<file path="config.mk">
export PLATFORM = sky130hd
export DESIGN_NAME = mem_arbiter
export DESIGN_NICKNAME = d
export VERILOG_FILES = /design/src/rtl/mem_arbiter.sv
export SDC_FILE = /design/constraint.sdc
export NUM_CORES = 1
export LEC_CHECK = 0
export CAP_MARGIN = 15
export CORE_ASPECT_RATIO = 0.8
export CORE_MARGIN = 2
export CORE_UTILIZATION = 45
export CTS_BUF_LIST = sky130_fd_sc_hd__clkbuf_4 sky130_fd_sc_hd__clkbuf_8 sky130_fd_sc_hd__clkbuf_16
export DETAILED_ROUTE_END_ITERATION = 16
export PLACE_DENSITY_LB_ADDON = 0.3
export SYNTH_ARGS = -nofsm -noshare
export SYNTH_HDL_FRONTEND = slang
export SYNTH_SLANG_ARGS = --single-unit
</file>
<file path="constraint.sdc">
create_clock -name clk -period 5.05 [get_ports clk]
set_input_delay 1.515 -clock clk [delete_from_list [all_inputs] [get_ports clk]]
set_output_delay 1.515 -clock clk [all_outputs]
set_load 0.05 [all_outputs]
</file>
<file path="src/rtl/mem_arbiter.sv">
// Arbiter sharing one unified memory port between instruction fetch and data access.
// Data wins ties; a saturating streak counter hands the port to a waiting fetch.
module mem_arbiter #(
  parameter int unsigned ADDR_W          = 16,
  parameter int unsigned DATA_W          = 16,
  parameter int unsigned MAX_DATA_STREAK = 3,
  parameter int unsigned TIMEOUT         = 15
) (
  input  logic              clk,
  input  logic              rst_n,
  input  logic              if_req,
  input  logic [ADDR_W-1:0] if_addr,
  output logic [DATA_W-1:0] if_rdata,
  output logic              if_ack,
  input  logic              dm_req,
  input  logic              dm_we,
  input  logic [ADDR_W-1:0] dm_addr,
  input  logic [DATA_W-1:0] dm_wdata,
  output logic [DATA_W-1:0] dm_rdata,
  output logic              dm_ack,
  output logic              if_err,
  output logic              dm_err,
  output logic              mem_en,
  output logic              mem_we,
  output logic [ADDR_W-1:0] mem_addr,
  output logic [DATA_W-1:0] mem_wdata,
  input  logic [DATA_W-1:0] mem_rdata,
  input  logic              mem_ready,
  output logic              stall_if,
  output logic              stall_mem
);

  localparam int unsigned TimerW  = $clog2(TIMEOUT + 1);
  localparam int unsigned StreakW = $clog2(MAX_DATA_STREAK + 1);

  typedef enum logic [1:0] {StIdle, StIfAcc, StDmAcc} state_e;

  state_e              state_q, state_d;
  logic [TimerW-1:0]   timer_q, timer_d;
  logic [StreakW-1:0]  streak_q, streak_d;
  logic                if_ack_q, if_ack_d;
  logic                dm_ack_q, dm_ack_d;
  logic                if_err_q, if_err_d;
  logic                dm_err_q, dm_err_d;
  logic                mem_en_q, mem_en_d;
  logic                mem_we_q, mem_we_d;
  logic [ADDR_W-1:0]   mem_addr_q, mem_addr_d;
  logic [DATA_W-1:0]   mem_wdata_q, mem_wdata_d;
  logic [DATA_W-1:0]   if_rdata_q, if_rdata_d;
  logic [DATA_W-1:0]   dm_rdata_q, dm_rdata_d;

  // A requester finishing this cycle must not be granted again on its stale request level.
  logic if_req_eff, dm_req_eff;
  assign if_req_eff = if_req & ~if_ack_q & ~if_err_q;
  assign dm_req_eff = dm_req & ~dm_ack_q & ~dm_err_q;

  logic streak_full;
  assign streak_full = (streak_q >= StreakW'(MAX_DATA_STREAK));

  always_comb begin
    state_d     = state_q;
    timer_d     = timer_q;
    streak_d    = streak_q;
    if_ack_d    = 1'b0;
    dm_ack_d    = 1'b0;
    if_err_d    = 1'b0;
    dm_err_d    = 1'b0;
    mem_en_d    = mem_en_q;
    mem_we_d    = mem_we_q;
    mem_addr_d  = mem_addr_q;
    mem_wdata_d = mem_wdata_q;
    if_rdata_d  = if_rdata_q;
    dm_rdata_d  = dm_rdata_q;

    unique case (state_q)
      StIdle: begin
        if (dm_req_eff && (!if_req_eff || !streak_full)) begin
          state_d     = StDmAcc;
          mem_en_d    = 1'b1;
          mem_we_d    = dm_we;
          mem_addr_d  = dm_addr;
          mem_wdata_d = dm_wdata;
          timer_d     = '0;
          if (!if_req_eff) begin
            streak_d = '0;
          end else if (!streak_full) begin
            streak_d = streak_q + StreakW'(1);
          end
        end else if (if_req_eff) begin
          state_d     = StIfAcc;
          mem_en_d    = 1'b1;
          mem_we_d    = 1'b0;
          mem_addr_d  = if_addr;
          mem_wdata_d = '0;
          timer_d     = '0;
          streak_d    = '0;
        end
      end

      StIfAcc, StDmAcc: begin
        if (mem_ready) begin
          state_d  = StIdle;
          mem_en_d = 1'b0;
          mem_we_d = 1'b0;
          timer_d  = '0;
          if (state_q == StIfAcc) begin
            if_ack_d   = 1'b1;
            if_rdata_d = mem_rdata;
          end else begin
            dm_ack_d   = 1'b1;
            dm_rdata_d = mem_rdata;
          end
        end else if (timer_q == TimerW'(TIMEOUT)) begin
          state_d  = StIdle;
          mem_en_d = 1'b0;
          mem_we_d = 1'b0;
          timer_d  = '0;
          if (state_q == StIfAcc) begin
            if_err_d = 1'b1;
          end else begin
            dm_err_d = 1'b1;
          end
        end else begin
          timer_d = timer_q + TimerW'(1);
        end
      end

      default: state_d = StIdle;
    endcase
  end

  always_ff @(posedge clk or negedge rst_n) begin
    if (!rst_n) begin
      state_q     <= StIdle;
      timer_q     <= '0;
      streak_q    <= '0;
      if_ack_q    <= 1'b0;
      dm_ack_q    <= 1'b0;
      if_err_q    <= 1'b0;
      dm_err_q    <= 1'b0;
      mem_en_q    <= 1'b0;
      mem_we_q    <= 1'b0;
      mem_addr_q  <= '0;
      mem_wdata_q <= '0;
      if_rdata_q  <= '0;
      dm_rdata_q  <= '0;
    end else begin
      state_q     <= state_d;
      timer_q     <= timer_d;
      streak_q    <= streak_d;
      if_ack_q    <= if_ack_d;
      dm_ack_q    <= dm_ack_d;
      if_err_q    <= if_err_d;
      dm_err_q    <= dm_err_d;
      mem_en_q    <= mem_en_d;
      mem_we_q    <= mem_we_d;
      mem_addr_q  <= mem_addr_d;
      mem_wdata_q <= mem_wdata_d;
      if_rdata_q  <= if_rdata_d;
      dm_rdata_q  <= dm_rdata_d;
    end
  end

  assign if_ack    = if_ack_q;
  assign dm_ack    = dm_ack_q;
  assign if_err    = if_err_q;
  assign dm_err    = dm_err_q;
  assign mem_en    = mem_en_q;
  assign mem_we    = mem_we_q;
  assign mem_addr  = mem_addr_q;
  assign mem_wdata = mem_wdata_q;
  assign if_rdata  = if_rdata_q;
  assign dm_rdata  = dm_rdata_q;

  assign stall_if  = if_req & ~if_ack_q & ~if_err_q;
  assign stall_mem = dm_req & ~dm_ack_q & ~dm_err_q;

endmodule

</file>
== Yosys cells after proc, flatten, opt, wreduce, memory -nomap -nowiden ==
Index checks and enable logic that the tools add are counted.
Widths: inputs -> output; s select.
Cells by class
  add/subtract/negate cells: 2
  order comparisons: 1
  equality and inequality tests: 6
  muxes and demuxes: 38
  bitwise gates (word level): 9
  reductions and logical operators: 15
Operator list (number)
  $mux 16: 4
  $mux 1: 18
  $mux 2: 8
  $mux 4: 4
  $reduce_and 3->1: 4
  $ne 3x3->1 const B: 3
  $pmux 4 s2: 1
  $reduce_and 2->1: 3
  $not 1->1: 5
  $add 4x1->4 const B: 1
  $and 1x1->1: 4
  $eq 4x4->1 const B: 1
  $pmux 1 s2: 2
  $pmux 2 s2: 1
  $reduce_bool 2->1: 2
  $add 2x1->2 const B: 1
  $eq 2x1->1 const B: 1
  $eq 2x2->1 const B: 1
  $ge 2x2->1 const B: 1
  $logic_not 1->1: 2
  $logic_not 2->1: 1
  $reduce_or 2->1: 1
  $logic_and 1x1->1: 1
  $logic_or 1x1->1: 1
Storage, ports and cells
  bits in registers: 78
  output and inout bits: 72

== Logic depth before layout (Yosys ltp) ==
  depth after elaboration: 8
  gate-level depth with buffers: 7
  depth with buffers taken out: 6

== Least setup slack after synthesis ==
OpenSTA, ideal clock, no wires.
  kind: input to output
  start point: in if_req
  end point: out stall_if
  data arrival time: 2.262 ns
  slack: 1.273 ns
  stages on the path: 1
  path buffers: 0
  cells stage by stage: nor3b_4
Between the ends
  word-level cells in the longest chain between the ends: 2
RTL lines
  start: declaration: RTL line 11  | input logic if_req,
  $and 1x1->1 (2 in series): RTL line 175  | assign stall_if = if_req & ~if_ack_q & ~if_err_q;
  end: declaration: RTL line 29  | output logic stall_if,
No other way between the ends.

== Worst setup path after layout ==
  start point: in dm_req
  end point: out stall_mem
Between the ends
  word-level cells in the longest chain between the ends: 2
RTL lines
  start: declaration: RTL line 15  | input logic dm_req,
  $and 1x1->1 (2 in series): RTL line 176  | assign stall_mem = dm_req & ~dm_ack_q & ~dm_err_q;
  end: declaration: RTL line 30  | output logic stall_mem
No other way between the ends.

==> results.ini <==
[detailed_routing]
routedWlPerCell_um=16.8
drc=0
vias=2414
drt-initial-drc-count=165
drtAntennaViolNets=0
viasPerCell=5.23
finalWirelength_um=7770
first_pass_iters=5

[place]
port_buffers=141
hpwl_um=5290
globalplace.congestion=0.796
dp.cells=446

[floorplanning]
fp.dieH_um=78.8
fp.dieW_um=97.5
die-area_mm2=0.00768
io_pins=142
rows=27
core_mm2=0.00682
initial_core_util=0.461

[logic_synthesis]
yosys.area.top_type=dfrtp_1
synth.avg_cell_area_um2=13.9
async_flop_share=1.00
synth.area.top_cells=dfrtp_1, mux2_2, a222oi_1
synth-compound-area-share=0.144
synth-simple-area-share=0.0445
synthCells=226
synth_warnings=0
synth_top_family_by_area=compound AO/OA/AOI/OAI gates
ys_seq_area_frac=0.620
syn_area_mm2=0.00315
synth_seq_cells=78
synth_xor_area_frac=0
ys.flop_type=dfrtp_1
synth_top_area_frac=0.620
yosys-mux-area-fraction=0.115
synth_nets=300
synth_cell_types=33
synthAdderAreaFrac=0.0159
synth_enable_flop_cells=0

[clock_network]
clkLatencyLatePin_ps=340
cts_tree=yes
cts_root_buf=clkbuf_8
numCtsBuffers=9
cts-resized-gates=0
cts_setup_buffers=0
clock_sinks=78
holdBufCountCts=0
clk_pin_slew_worst_paths_ps=80
cts_max_level=3
cts.path.max_buffers=2

[layout]
antenna_cells=0
final_common_cell=clkdlybuf4s50_1
fin_cells=462
area_growth_pct=54.8
final_cell_mix=clkdlybuf4s50_1, dfrtp_1, mux2_2
drive_gt1_frac=0.168
fin_nets=444

[timing]
min_period_ps=4290
period_share=0.850
skew_ps=10.1
setup_tns_ps=0
clock.fmax_mhz=233
maxSlewHeadroom=0.362
setup_viol=0
hold_viol=0
rsz0062_at_grt=no
slew_violations=0
tightest_slew_ps=957

[grt]
grt_pass1_wl_um=12600
grt_usage=0.207
grt_overflow=0
grt_max_degree=79
grt_pass1_vias=2579
antenna_found_initial=0

[power]
pwr-share-seq=0.276
p_switching_uw=1750
p_comb_frac=0.570
switching_share=0.460
peakVddDrop_uv=405
p_leak_uw=0.00218
clock_power_share=0.153
p_per_area_mw_per_mm2=780
p_int_uw=2050
power_uw=3800

[setup_path]
path_class=input port to output pin
r2r_slack_ps=2730
cp_slowest_cell=or3b_1
cp-start-kind=input port
crit_path_cell_trace=clkdlybuf4s50_1, or3b_1, clkinv_8, buf_12
cp-end-kind=output pin
worstPathMaxFanout=5
arrival_ps=2780
required_ps=3540
crit_path_max_incr_delay_ps=530

[min_path]
hold_class=register to register

[run_status]
status=finished, final reports clean

[job]
max_cap_viol_count=0

per-layer routing:
layer | vias to the layer above | track usage | wire length, µm
li1 | 1111 | - | -
met1 | 1216 | 0.250 | 3270
met2 | 79 | 0.352 | 3870
met3 | 8 | 0.0836 | 570
met4 | 0 | 0.0472 | 61
met5 | - | 0 | 0
power by group through the flow:
stage / clock, µW / combinational [µW] / sequential [µW]
global route: 623 / 2270 / 1090
detailed placement: 0 / 2180 / 1050
finish: 583 / 2170 / 1050
global placement: 0 / 2150 / 1050
CTS: 597 / 2190 / 1050
floorplan: 0 / 573 / 1940
synthesized netlist by cell type (2+ instances only):
cell,n
nor2_1,2
nand2b_1,2
nand3_1,3
a222oi_1,16
nor3_1,2
o21ai_0,5
inv_2,2
mux2_2,32
dfrtp_1,78
a22o_1,16
ha_1,4
inv_1,24
buf_6,4
a21oi_1,3
o21ai_1,4
buf_4,2
clkbuf_1,5
nand2_1,7
worst max-delay path: cells and delay by family:
kind,cells,cell delay (ps)
buf+inv,3,710
simple gates,1,530
area by class of cell:
class,count,area (µm²)
clock buffers,13,166
clock inverters,3,90.1
fillers,482,1950
inverters,27,114
multi-input cells,110,1000
flip-flops and latches,78,1950
well taps,87,109
repair buffers,144,1440
metrics by stage:
stage                util  hold WS, ps  cell area [µm²]  setup WS [ps]
floorplan               -          450             3150           1270
global placement    0.676          468             4620            794
detailed placement  0.676          479             4620            785
CTS                 0.714          499             4870            757
global route        0.714          518             4870            740
finish              0.714          494             4870            760
registers in the layout (all words and copies together), names as in the netlist, 2 cells and up:
register and flops:
if_rdata 16, timer_q 4, state_q 2, mem_addr 16, streak_q 2, mem_wdata 16, dm_rdata 16
worst paths after layout:
kind	startpoint	cells after the start	to
setup / recovery	dm_req	4	stall_mem
hold / removal	mem_addr[0]	2	mem_addr[0]
setup reg to reg	dm_err	5	mem_addr[5]
hold reg to reg	mem_addr[0]	2	mem_addr[0]
max in group asynchronous	rst_n	1	if_rdata[4]
min in group asynchronous	rst_n	1	mem_addr[0]
cells by family after synthesis:
family	after synthesis
DFF	78
AOI/OAI and AO/OA	51
buffers and inverters	38
muxes	32
and+or+nand+nor	23
adders and majority gates	4
(Power assumes the default switching activity.)
